## src/rtl/vdg_line_fetcher.sv

```systemverilog
// ---------------------------------------------------------------------------
// vdg_line_fetcher
//
// Fetches one display row of video RAM per HSYNC into a line buffer. The
// pixel side reads that buffer by byte index. The row base address and the
// row-repeat count advance per line according to the addressing mode. The
// mode is latched at the start of each frame.
//
// Each byte is fetched by driving VDG_address for FETCH_LAT cycles: HOLD for
// FETCH_LAT-1 cycles, then CAPTURE for one cycle, in which VDG_data is written
// into the back bank.
//
// Optional feature macro: VDG_DOUBLE_BUFFER_EN
//   defined   : two 32-byte banks. Each HSYNC swaps front and back; rd_data
//               reads the front bank and fetches write the back bank.
//   undefined : one shared 32-byte bank. rd_data reads the bank being written,
//               and HSYNC only updates line_valid.
//
// Parameters
//   FETCH_LAT   cycles each address is held before the data is captured (2..15)
//
// Ports
//   clk         system clock, all logic on the rising edge
//   rst         synchronous active-high reset
//   HSYNC       line sync, rising edge starts a line fetch
//   FSYNC       frame sync, rising edge restarts the frame and latches mode
//   mode        V2..V0 addressing mode, sampled only at the FSYNC rising edge
//   VDG_address video RAM byte address to the memory mapper (registered)
//   VDG_data    byte returned for VDG_address
//   rd_index    pixel-side byte index into the front bank
//   rd_data     combinational read of front bank[rd_index]
//   line_valid  front bank holds a fully fetched line (registered)
//   overrun     sticky: an HSYNC edge arrived while a fetch was in progress
// ---------------------------------------------------------------------------
module vdg_line_fetcher #(
    parameter int unsigned FETCH_LAT = 4
) (
    input  logic        clk,
    input  logic        rst,
    input  logic        HSYNC,
    input  logic        FSYNC,
    input  logic [2:0]  mode,
    output logic [12:0] VDG_address,
    input  logic [7:0]  VDG_data,
    input  logic [4:0]  rd_index,
    output logic [7:0]  rd_data,
    output logic        line_valid,
    output logic        overrun
);

    typedef enum logic [1:0] {
        ST_IDLE    = 2'd0,
        ST_HOLD    = 2'd1,
        ST_CAPTURE = 2'd2
    } state_e;

    // The hold counter runs 0..FETCH_LAT-2, which gives FETCH_LAT-1 HOLD cycles
    // before the single CAPTURE cycle.
    localparam logic [3:0] HOLD_LAST = 4'(FETCH_LAT - 2);

    // Bytes per row for each addressing mode.
    function automatic logic [5:0] mode_bpr(input logic [2:0] m);
        logic [5:0] b;
        case (m)
            3'd1, 3'd3, 3'd5: b = 6'd16;
            default:          b = 6'd32;
        endcase
        return b;
    endfunction

    // Number of scan lines that show the same row.
    function automatic logic [3:0] mode_repeat(input logic [2:0] m);
        logic [3:0] r;
        case (m)
            3'd0:       r = 4'd12;
            3'd1, 3'd2: r = 4'd3;
            3'd3, 3'd4: r = 4'd2;
            default:    r = 4'd1;
        endcase
        return r;
    endfunction

    // ---------------------------------------------------------------- state
    state_e      state_q,         state_d;
    logic [3:0]  hold_cnt_q,      hold_cnt_d;
    logic [4:0]  byte_idx_q,      byte_idx_d;
    logic [12:0] fetch_base_q,    fetch_base_d;
    logic [12:0] addr_q,          addr_d;
    logic [12:0] row_base_q,      row_base_d;
    logic [3:0]  rep_q,           rep_d;
    logic [2:0]  mode_q,          mode_d;
    logic        line_valid_q,    line_valid_d;
    logic        overrun_q,       overrun_d;
    logic        back_complete_q, back_complete_d;
    logic        hsync_q;
    logic        fsync_q;

    // ------------------------------------------------------ combinational
    logic        hsync_edge_s;
    logic        fsync_edge_s;
    logic [2:0]  eff_mode_s;
    logic [12:0] eff_row_s;
    logic [3:0]  eff_rep_s;
    logic        eff_busy_s;
    logic [5:0]  eff_bpr_s;
    logic [3:0]  eff_repeat_s;
    logic [5:0]  cur_bpr_s;
    logic        last_byte_s;
    logic        bank_we_s;

    // Edge detection, and the effective frame context for this cycle's HSYNC.
    always_comb begin
        hsync_edge_s = HSYNC & ~hsync_q;
        fsync_edge_s = FSYNC & ~fsync_q;
        // A coincident FSYNC edge is applied first, so HSYNC sees the freshly
        // reset counters, the new mode and an aborted (idle) fetch.
        eff_mode_s   = fsync_edge_s ? mode  : mode_q;
        eff_row_s    = fsync_edge_s ? 13'd0 : row_base_q;
        eff_rep_s    = fsync_edge_s ? 4'd0  : rep_q;
        eff_busy_s   = (~fsync_edge_s) & (state_q != ST_IDLE);
        eff_bpr_s    = mode_bpr(eff_mode_s);
        eff_repeat_s = mode_repeat(eff_mode_s);
        cur_bpr_s    = mode_bpr(mode_q);
        last_byte_s  = ({1'b0, byte_idx_q} == (cur_bpr_s - 6'd1));
    end

    // Next-state logic for the fetch FSM, the row counters and the status flags.
    always_comb begin
        state_d         = state_q;
        hold_cnt_d      = hold_cnt_q;
        byte_idx_d      = byte_idx_q;
        fetch_base_d    = fetch_base_q;
        addr_d          = addr_q;
        row_base_d      = row_base_q;
        rep_d           = rep_q;
        mode_d          = mode_q;
        line_valid_d    = line_valid_q;
        overrun_d       = overrun_q;
        back_complete_d = back_complete_q;
        bank_we_s       = 1'b0;

        if (hsync_edge_s) begin
            // Start a new line. An interrupted fetch leaves an incomplete
            // line, which must not be shown as valid.
            if (eff_busy_s) begin
                overrun_d    = 1'b1;
                line_valid_d = 1'b0;
            end else begin
                line_valid_d = back_complete_q;
            end
            back_complete_d = 1'b0;
            mode_d          = eff_mode_s;
            state_d         = ST_HOLD;
            hold_cnt_d      = 4'd0;
            byte_idx_d      = 5'd0;
            fetch_base_d    = eff_row_s;
            addr_d          = eff_row_s;
            // The fetch uses the pre-update row base; the counters advance afterwards.
            if (eff_rep_s == (eff_repeat_s - 4'd1)) begin
                rep_d      = 4'd0;
                row_base_d = eff_row_s + {7'd0, eff_bpr_s};
            end else begin
                rep_d      = eff_rep_s + 4'd1;
                row_base_d = eff_row_s;
            end
        end else if (fsync_edge_s) begin
            mode_d     = mode;
            row_base_d = 13'd0;
            rep_d      = 4'd0;
            state_d    = ST_IDLE;
            hold_cnt_d = 4'd0;
            byte_idx_d = 5'd0;
        end else begin
            case (state_q)
                ST_IDLE: begin
                    state_d = ST_IDLE;
                end
                ST_HOLD: begin
                    if (hold_cnt_q == HOLD_LAST) begin
                        state_d = ST_CAPTURE;
                    end else begin
                        hold_cnt_d = hold_cnt_q + 4'd1;
                    end
                end
                ST_CAPTURE: begin
                    bank_we_s = 1'b1;
                    if (last_byte_s) begin
                        // VDG_address is left on the last byte while idle.
                        back_complete_d = 1'b1;
                        state_d         = ST_IDLE;
                    end else begin
                        byte_idx_d = byte_idx_q + 5'd1;
                        addr_d     = fetch_base_q + {8'd0, byte_idx_q} + 13'd1;
                        hold_cnt_d = 4'd0;
                        state_d    = ST_HOLD;
                    end
                end
                default: begin
                    state_d = ST_IDLE;
                end
            endcase
        end
    end

    // State register for the FSM, counters, flags and sync edge detectors.
    always_ff @(posedge clk) begin
        if (rst) begin
            state_q         <= ST_IDLE;
            hold_cnt_q      <= 4'd0;
            byte_idx_q      <= 5'd0;
            fetch_base_q    <= 13'd0;
            addr_q          <= 13'd0;
            row_base_q      <= 13'd0;
            rep_q           <= 4'd0;
            mode_q          <= 3'd0;
            line_valid_q    <= 1'b0;
            overrun_q       <= 1'b0;
            back_complete_q <= 1'b0;
            hsync_q         <= 1'b0;
            fsync_q         <= 1'b0;
        end else begin
            state_q         <= state_d;
            hold_cnt_q      <= hold_cnt_d;
            byte_idx_q      <= byte_idx_d;
            fetch_base_q    <= fetch_base_d;
            addr_q          <= addr_d;
            row_base_q      <= row_base_d;
            rep_q           <= rep_d;
            mode_q          <= mode_d;
            line_valid_q    <= line_valid_d;
            overrun_q       <= overrun_d;
            back_complete_q <= back_complete_d;
            hsync_q         <= HSYNC;
            fsync_q         <= FSYNC;
        end
    end

`ifdef VDG_DOUBLE_BUFFER_EN
    logic [7:0] bank_q [0:1][0:31];
    logic       front_sel_q;
    logic       front_sel_d;

    // Front/back selection flips on every line start.
    always_comb begin
        if (hsync_edge_s) begin
            front_sel_d = ~front_sel_q;
        end else begin
            front_sel_d = front_sel_q;
        end
    end

    // Bank select register.
    always_ff @(posedge clk) begin
        if (rst) begin
            front_sel_q <= 1'b0;
        end else begin
            front_sel_q <= front_sel_d;
        end
    end

    // Line buffer storage: captures go to the back bank.
    always_ff @(posedge clk) begin
        if (rst) begin
            for (int b = 0; b < 2; b++) begin
                for (int i = 0; i < 32; i++) begin
                    bank_q[b][i] <= 8'h00;
                end
            end
        end else if (bank_we_s) begin
            bank_q[~front_sel_q][byte_idx_q] <= VDG_data;
        end
    end

    assign rd_data = bank_q[front_sel_q][rd_index];
`else
    logic [7:0] bank_q [0:31];

    // Shared line buffer storage: captures and pixel reads use the same bank.
    always_ff @(posedge clk) begin
        if (rst) begin
            for (int i = 0; i < 32; i++) begin
                bank_q[i] <= 8'h00;
            end
        end else if (bank_we_s) begin
            bank_q[byte_idx_q] <= VDG_data;
        end
    end

    assign rd_data = bank_q[rd_index];
`endif

    assign VDG_address = addr_q;
    assign line_valid  = line_valid_q;
    assign overrun     = overrun_q;

endmodule

```

## config.mk

```make
export PLATFORM = sky130hd
export DESIGN_NAME = vdg_line_fetcher
export DESIGN_NICKNAME = d
export VERILOG_FILES = /design/src/rtl/vdg_line_fetcher.sv
export SDC_FILE = /design/constraint.sdc
export NUM_CORES = 1
export LEC_CHECK = 0
export BUFFER_PORTS_ARGS = -buffer_cell sky130_fd_sc_hd__buf_4
export CAP_MARGIN = 20
export CORE_MARGIN = 3
export CORE_UTILIZATION = 30
export DETAILED_ROUTE_END_ITERATION = 7
export PLACE_DENSITY = 0.48
export SLEW_MARGIN = 20
export SYNTH_ARGS = -nofsm -noshare
export SYNTH_HDL_FRONTEND = slang
export SYNTH_SLANG_ARGS = --single-unit
```

## constraint.sdc

```tcl
create_clock -name clk -period 2.35 [get_ports clk]
set_clock_uncertainty 0.05 [all_clocks]
set_input_delay 0.235 -clock clk [delete_from_list [all_inputs] [get_ports clk]]
set_output_delay 0.235 -clock clk [all_outputs]
set_load 0.005 [all_outputs]
```

==> flow_metrics.env <==
export IMPL_tightest_slew_ns=0.6191
export IMPL_synth_fp_nets=1147
export IMPL_start_util_pct=30.74
export IMPL_grt_setup_unrepaired="true"
export IMPL_path_max_fanout=1
export IMPL_drt_pass1_iter_count=5
export IMPL_hold_depth=5
export IMPL_power_switching_mw=2.995
export IMPL_p_leak_nw=6.540
export IMPL_preCtsSetupSlack_ns=-0.1292
export IMPL_rr_startpoint="byte_idx_q[0]$_SDFFE_PP0P_"
export IMPL_antenna_found_initial=0
export IMPL_holdPathEnd="mode_q[0]$_SDFF_PP0_"
export IMPL_fin_crit_sh_pct=115.3
export IMPL_grt_pass1_wl_um=61640
export IMPL_routed_wl_um=40700
export IMPL_ios=43
export IMPL_core_sq_mm=0.04835
export IMPL_syn_to_final_growth_pct=20.60
export IMPL_die_height_um=228.6
export IMPL_via_per_inst=4.790
export IMPL_max_freq_ghz=0.3691
export IMPL_power_per_cell_area_mw_per_mm2=732.6
export IMPL_power_share_switching_pct=22.81
export IMPL_io_buffers=42
export IMPL_status="finished, violations left"
export IMPL_num_vias=9105
export IMPL_drive_gt1_share_pct=23.39
export IMPL_internal_power_mw=10.14
export IMPL_drcViolationCount=0
export IMPL_dp_hpwl_um=27430
export IMPL_avgSynthCellArea_sq_um=13.38
export IMPL_synth_cell_area_sq_mm=0.01486
export IMPL_cp_end_kind="primary output"
export IMPL_worstRegToRegCells=10
export IMPL_hold_viol_final=0
export IMPL_period_needed_ns=2.709
export IMPL_nets=1255
export IMPL_max_cap_violations=0
export IMPL_p_comb_share_pct=7.2
export IMPL_hp_class="primary input to register"
export IMPL_htree_levels=2
export IMPL_layout_filler_cells=4618
export IMPL_ys_types=54
export IMPL_cts_buffer_depth=3
export IMPL_min_from="FSYNC"
export IMPL_cts_buffers=37
export IMPL_path_class="register to primary output"
export IMPL_place_gp_congestion=0.8050
export IMPL_setup_ws_ns=-0.3593
export IMPL_seqPwrFrac_pct=48.2
export IMPL_setup_viol=8
export IMPL_drv_slew=0
export IMPL_routedWlPerCell_um=21.41
export IMPL_clkTransAtPathRegs_ns=0.06
export IMPL_r2r_end="VDG_address[12]$_SDFFE_PP0P_"
export IMPL_rows=80
export IMPL_rrSetupSlack_ns=0.16
export IMPL_yosysWarnings=0
export IMPL_tritoncts="done"
export IMPL_cp_arrival_ns=2.42
export IMPL_dieArea_sq_mm=0.05225
export IMPL_dieWidth_um=228.6
export IMPL_clk_latency_ns=0.55
export IMPL_finalSetupTns_ns=-2.798
export IMPL_drtIter0Drc=797
export IMPL_synth_ff_type="edfxtp_1"
export IMPL_cts_sinks=318
export IMPL_antenna_left=0
export IMPL_grt_use_total_pct=15.77
export IMPL_first_global_vias=9197
export IMPL_async_reset_ff_share_pct=0
export IMPL_vdd_drop_max_uv=410.4
export IMPL_clockRootBuffer="clkbuf_16"
export IMPL_max_slew_margin_pct=58.72
export IMPL_synth_edf_count=256
export IMPL_grt_overflow_total=0
export IMPL_violations="negative setup slack"
export IMPL_ys_ff_latch=318
export IMPL_crit_required_ns=2.07
export IMPL_grt_start_max_net_pins=46
export IMPL_crit_path_start_kind="register"
export IMPL_p_clk_share_pct=44.6
export IMPL_syn_inst=1111
export IMPL_yosysSeqAreaShare_pct=60.07
## final cells by class
class                           instances  area, sq um  share of cell area (%)
Sequential cell                       318         8929                   49.81
Antenna cell                            1        2.502                 0.01396
Clock buffer                           49         1006                   5.612
Clock inverter                         15        201.4                   1.124
Multi-Input combinational cell        709         5678                   31.68
Timing Repair Buffer                  142         1246                   6.952
Inverter                               11        41.29                  0.2304
Tap cell                              656        820.8                   4.579
## critical path, cell delays in order, from the launching register on
cell and delay (ns):
edfxtp_1 0.44, mux4_2 0.50, mux4_2 0.51, mux2_4 0.30
buf_6 0.12
## logic make-up after synthesis
| family | share of synthesized area [%] |
|---|---|
| AO/OA/AOI/OAI | 5.480 |
| adder cells (fa/ha/maj) | 1.448 |
| flip-flops | 60.07 |
| AND/OR/NAND/NOR | 16.87 |
| multiplexers | 12.93 |
| XOR/XNOR | 0.9428 |
| buffers and inverters | 2.256 |
## layer usage
| layer | global-route usage, % | up-vias | part of all wire (%) |
|---|---|---|---|
| met4 | 3.946 | 0 | 2.1 |
| met1 | 23.06 | 4509 | 49 |
| met3 | 3.664 | 56 | 5.7 |
| li1 | - | 4289 | - |
| met2 | 23.66 | 251 | 44 |
| met5 | 0 | - | 0 |
## registers in the layout, indices dropped and copies added (netlist names)
name             count
line_valid           1
fsync_q              1
mode_q               3
overrun              1
state_q              2
hsync_q              1
row_base_q          13
rep_q                4
bank_q             256
back_complete_q      1
hold_cnt_q           4
byte_idx_q           5
VDG_address         13
fetch_base_q        13
## power by group through the flow
| stage | combinational, mW | sequential, mW | clock, mW |
|---|---|---|---|
| floorplan | 0.524 | 6.38 | 0 |
| global placement | 0.903 | 6.46 | 0 |
| detailed placement | 0.914 | 6.44 | 0 |
| CTS | 0.954 | 6.33 | 6.00 |
| global route | 1.02 | 6.34 | 6.24 |
| finish | 0.944 | 6.33 | 5.86 |
## cell usage in the layout, fill, tap and decap left out, types with 4 or more instances in the layout
master           n
a211oi_1         7
a21o_1           4
a21oi_1         36
a22oi_1          8
and2_1         259
and3_1           7
buf_12          11
buf_4          118
buf_6            8
bufinv_16        4
clkbuf_1         9
clkbuf_16       38
clkinv_1         5
dfxtp_1         62
dlygate4sd3_1    5
edfxtp_1       256
ha_1            14
inv_1           10
mux2_4           8
mux4_2          80
nand2_1         46
nand2b_1         5
nand3_1         17
nand4_1          7
nor2_1          79
nor2b_1          6
nor3_1           6
o211ai_1         9
o21ai_0         45
o31ai_1          4
xnor2_1          6
xor2_1          10
## cells in the mapped netlist, drive strengths merged (3+ instances only)
cell type | count | area share [%]
nand3 | 17 | 0.57
mux4 | 80 | 12
xor2 | 10 | 0.59
a31o | 3 | 0.18
mux2i | 3 | 0.20
a21o | 4 | 0.20
inv | 10 | 0.25
nand2b | 6 | 0.25
ha | 14 | 1.2
o21a | 3 | 0.15
nor3 | 6 | 0.20
nand3b | 3 | 0.15
buf | 15 | 0.51
a22oi | 8 | 0.40
and3 | 7 | 0.29
and2 | 259 | 11
a21oi | 37 | 1.2
edfxtp | 256 | 52
dfxtp | 62 | 8.4
a31oi | 3 | 0.13
xnor2 | 6 | 0.35
mux2 | 8 | 0.61
nor2b | 7 | 0.29
a211oi | 7 | 0.35
clkbuf | 58 | 1.5
o211ai | 9 | 0.45
or3 | 3 | 0.13
o31ai | 4 | 0.20
nand4 | 7 | 0.29
o21ai | 46 | 1.5
nand2 | 46 | 1.2
nor2 | 81 | 2.1
## through the flow
step	util, %	area, sq um	cells	hold WS, ns	power, mW
6_report	37.08	17920	1901	0.1652	13.13
5_1_grt	37.07	17920	1900	0.1923	13.59
4_1_cts	36.99	17880	1900	0.1708	13.28
3_5_place_dp	34.24	16560	1831	0.3944	7.357
3_3_place_gp	34.24	16560	1831	0.3860	7.360
2_1_floorplan	-	14860	1111	0.3132	6.905
## what timing repair did
action | 4_1_cts | 5_1_grt
buffers inserted | 0 | 0
gates resized for setup | 19 | 9
endpoints found under the hold margin | 5 | 0
hold buffers | 5 | 0
pin swaps | 0 | 2
setup endpoints to repair | 16 | 14
## worst max path at each step
stage	end	slack, ns	depth (start not counted)	start
2_1_floorplan	bank_q[30][0]$_SDFFCE_PN0P_	-0.02	7	hsync_q$_SDFF_PP0_
3_3_place_gp	rd_data[4]	-0.10	6	rd_index[0]
3_5_place_dp	rd_data[4]	-0.13	6	rd_index[0]
4_1_cts	rd_data[3]	-0.40	4	bank_q[27][3]$_SDFFCE_PN0P_
5_1_grt	rd_data[3]	-0.43	4	bank_q[17][3]$_SDFFCE_PN0P_
6_report	rd_data[7]	-0.36	4	bank_q[14][7]$_SDFFCE_PN0P_
(Power assumes the default switching activity.)
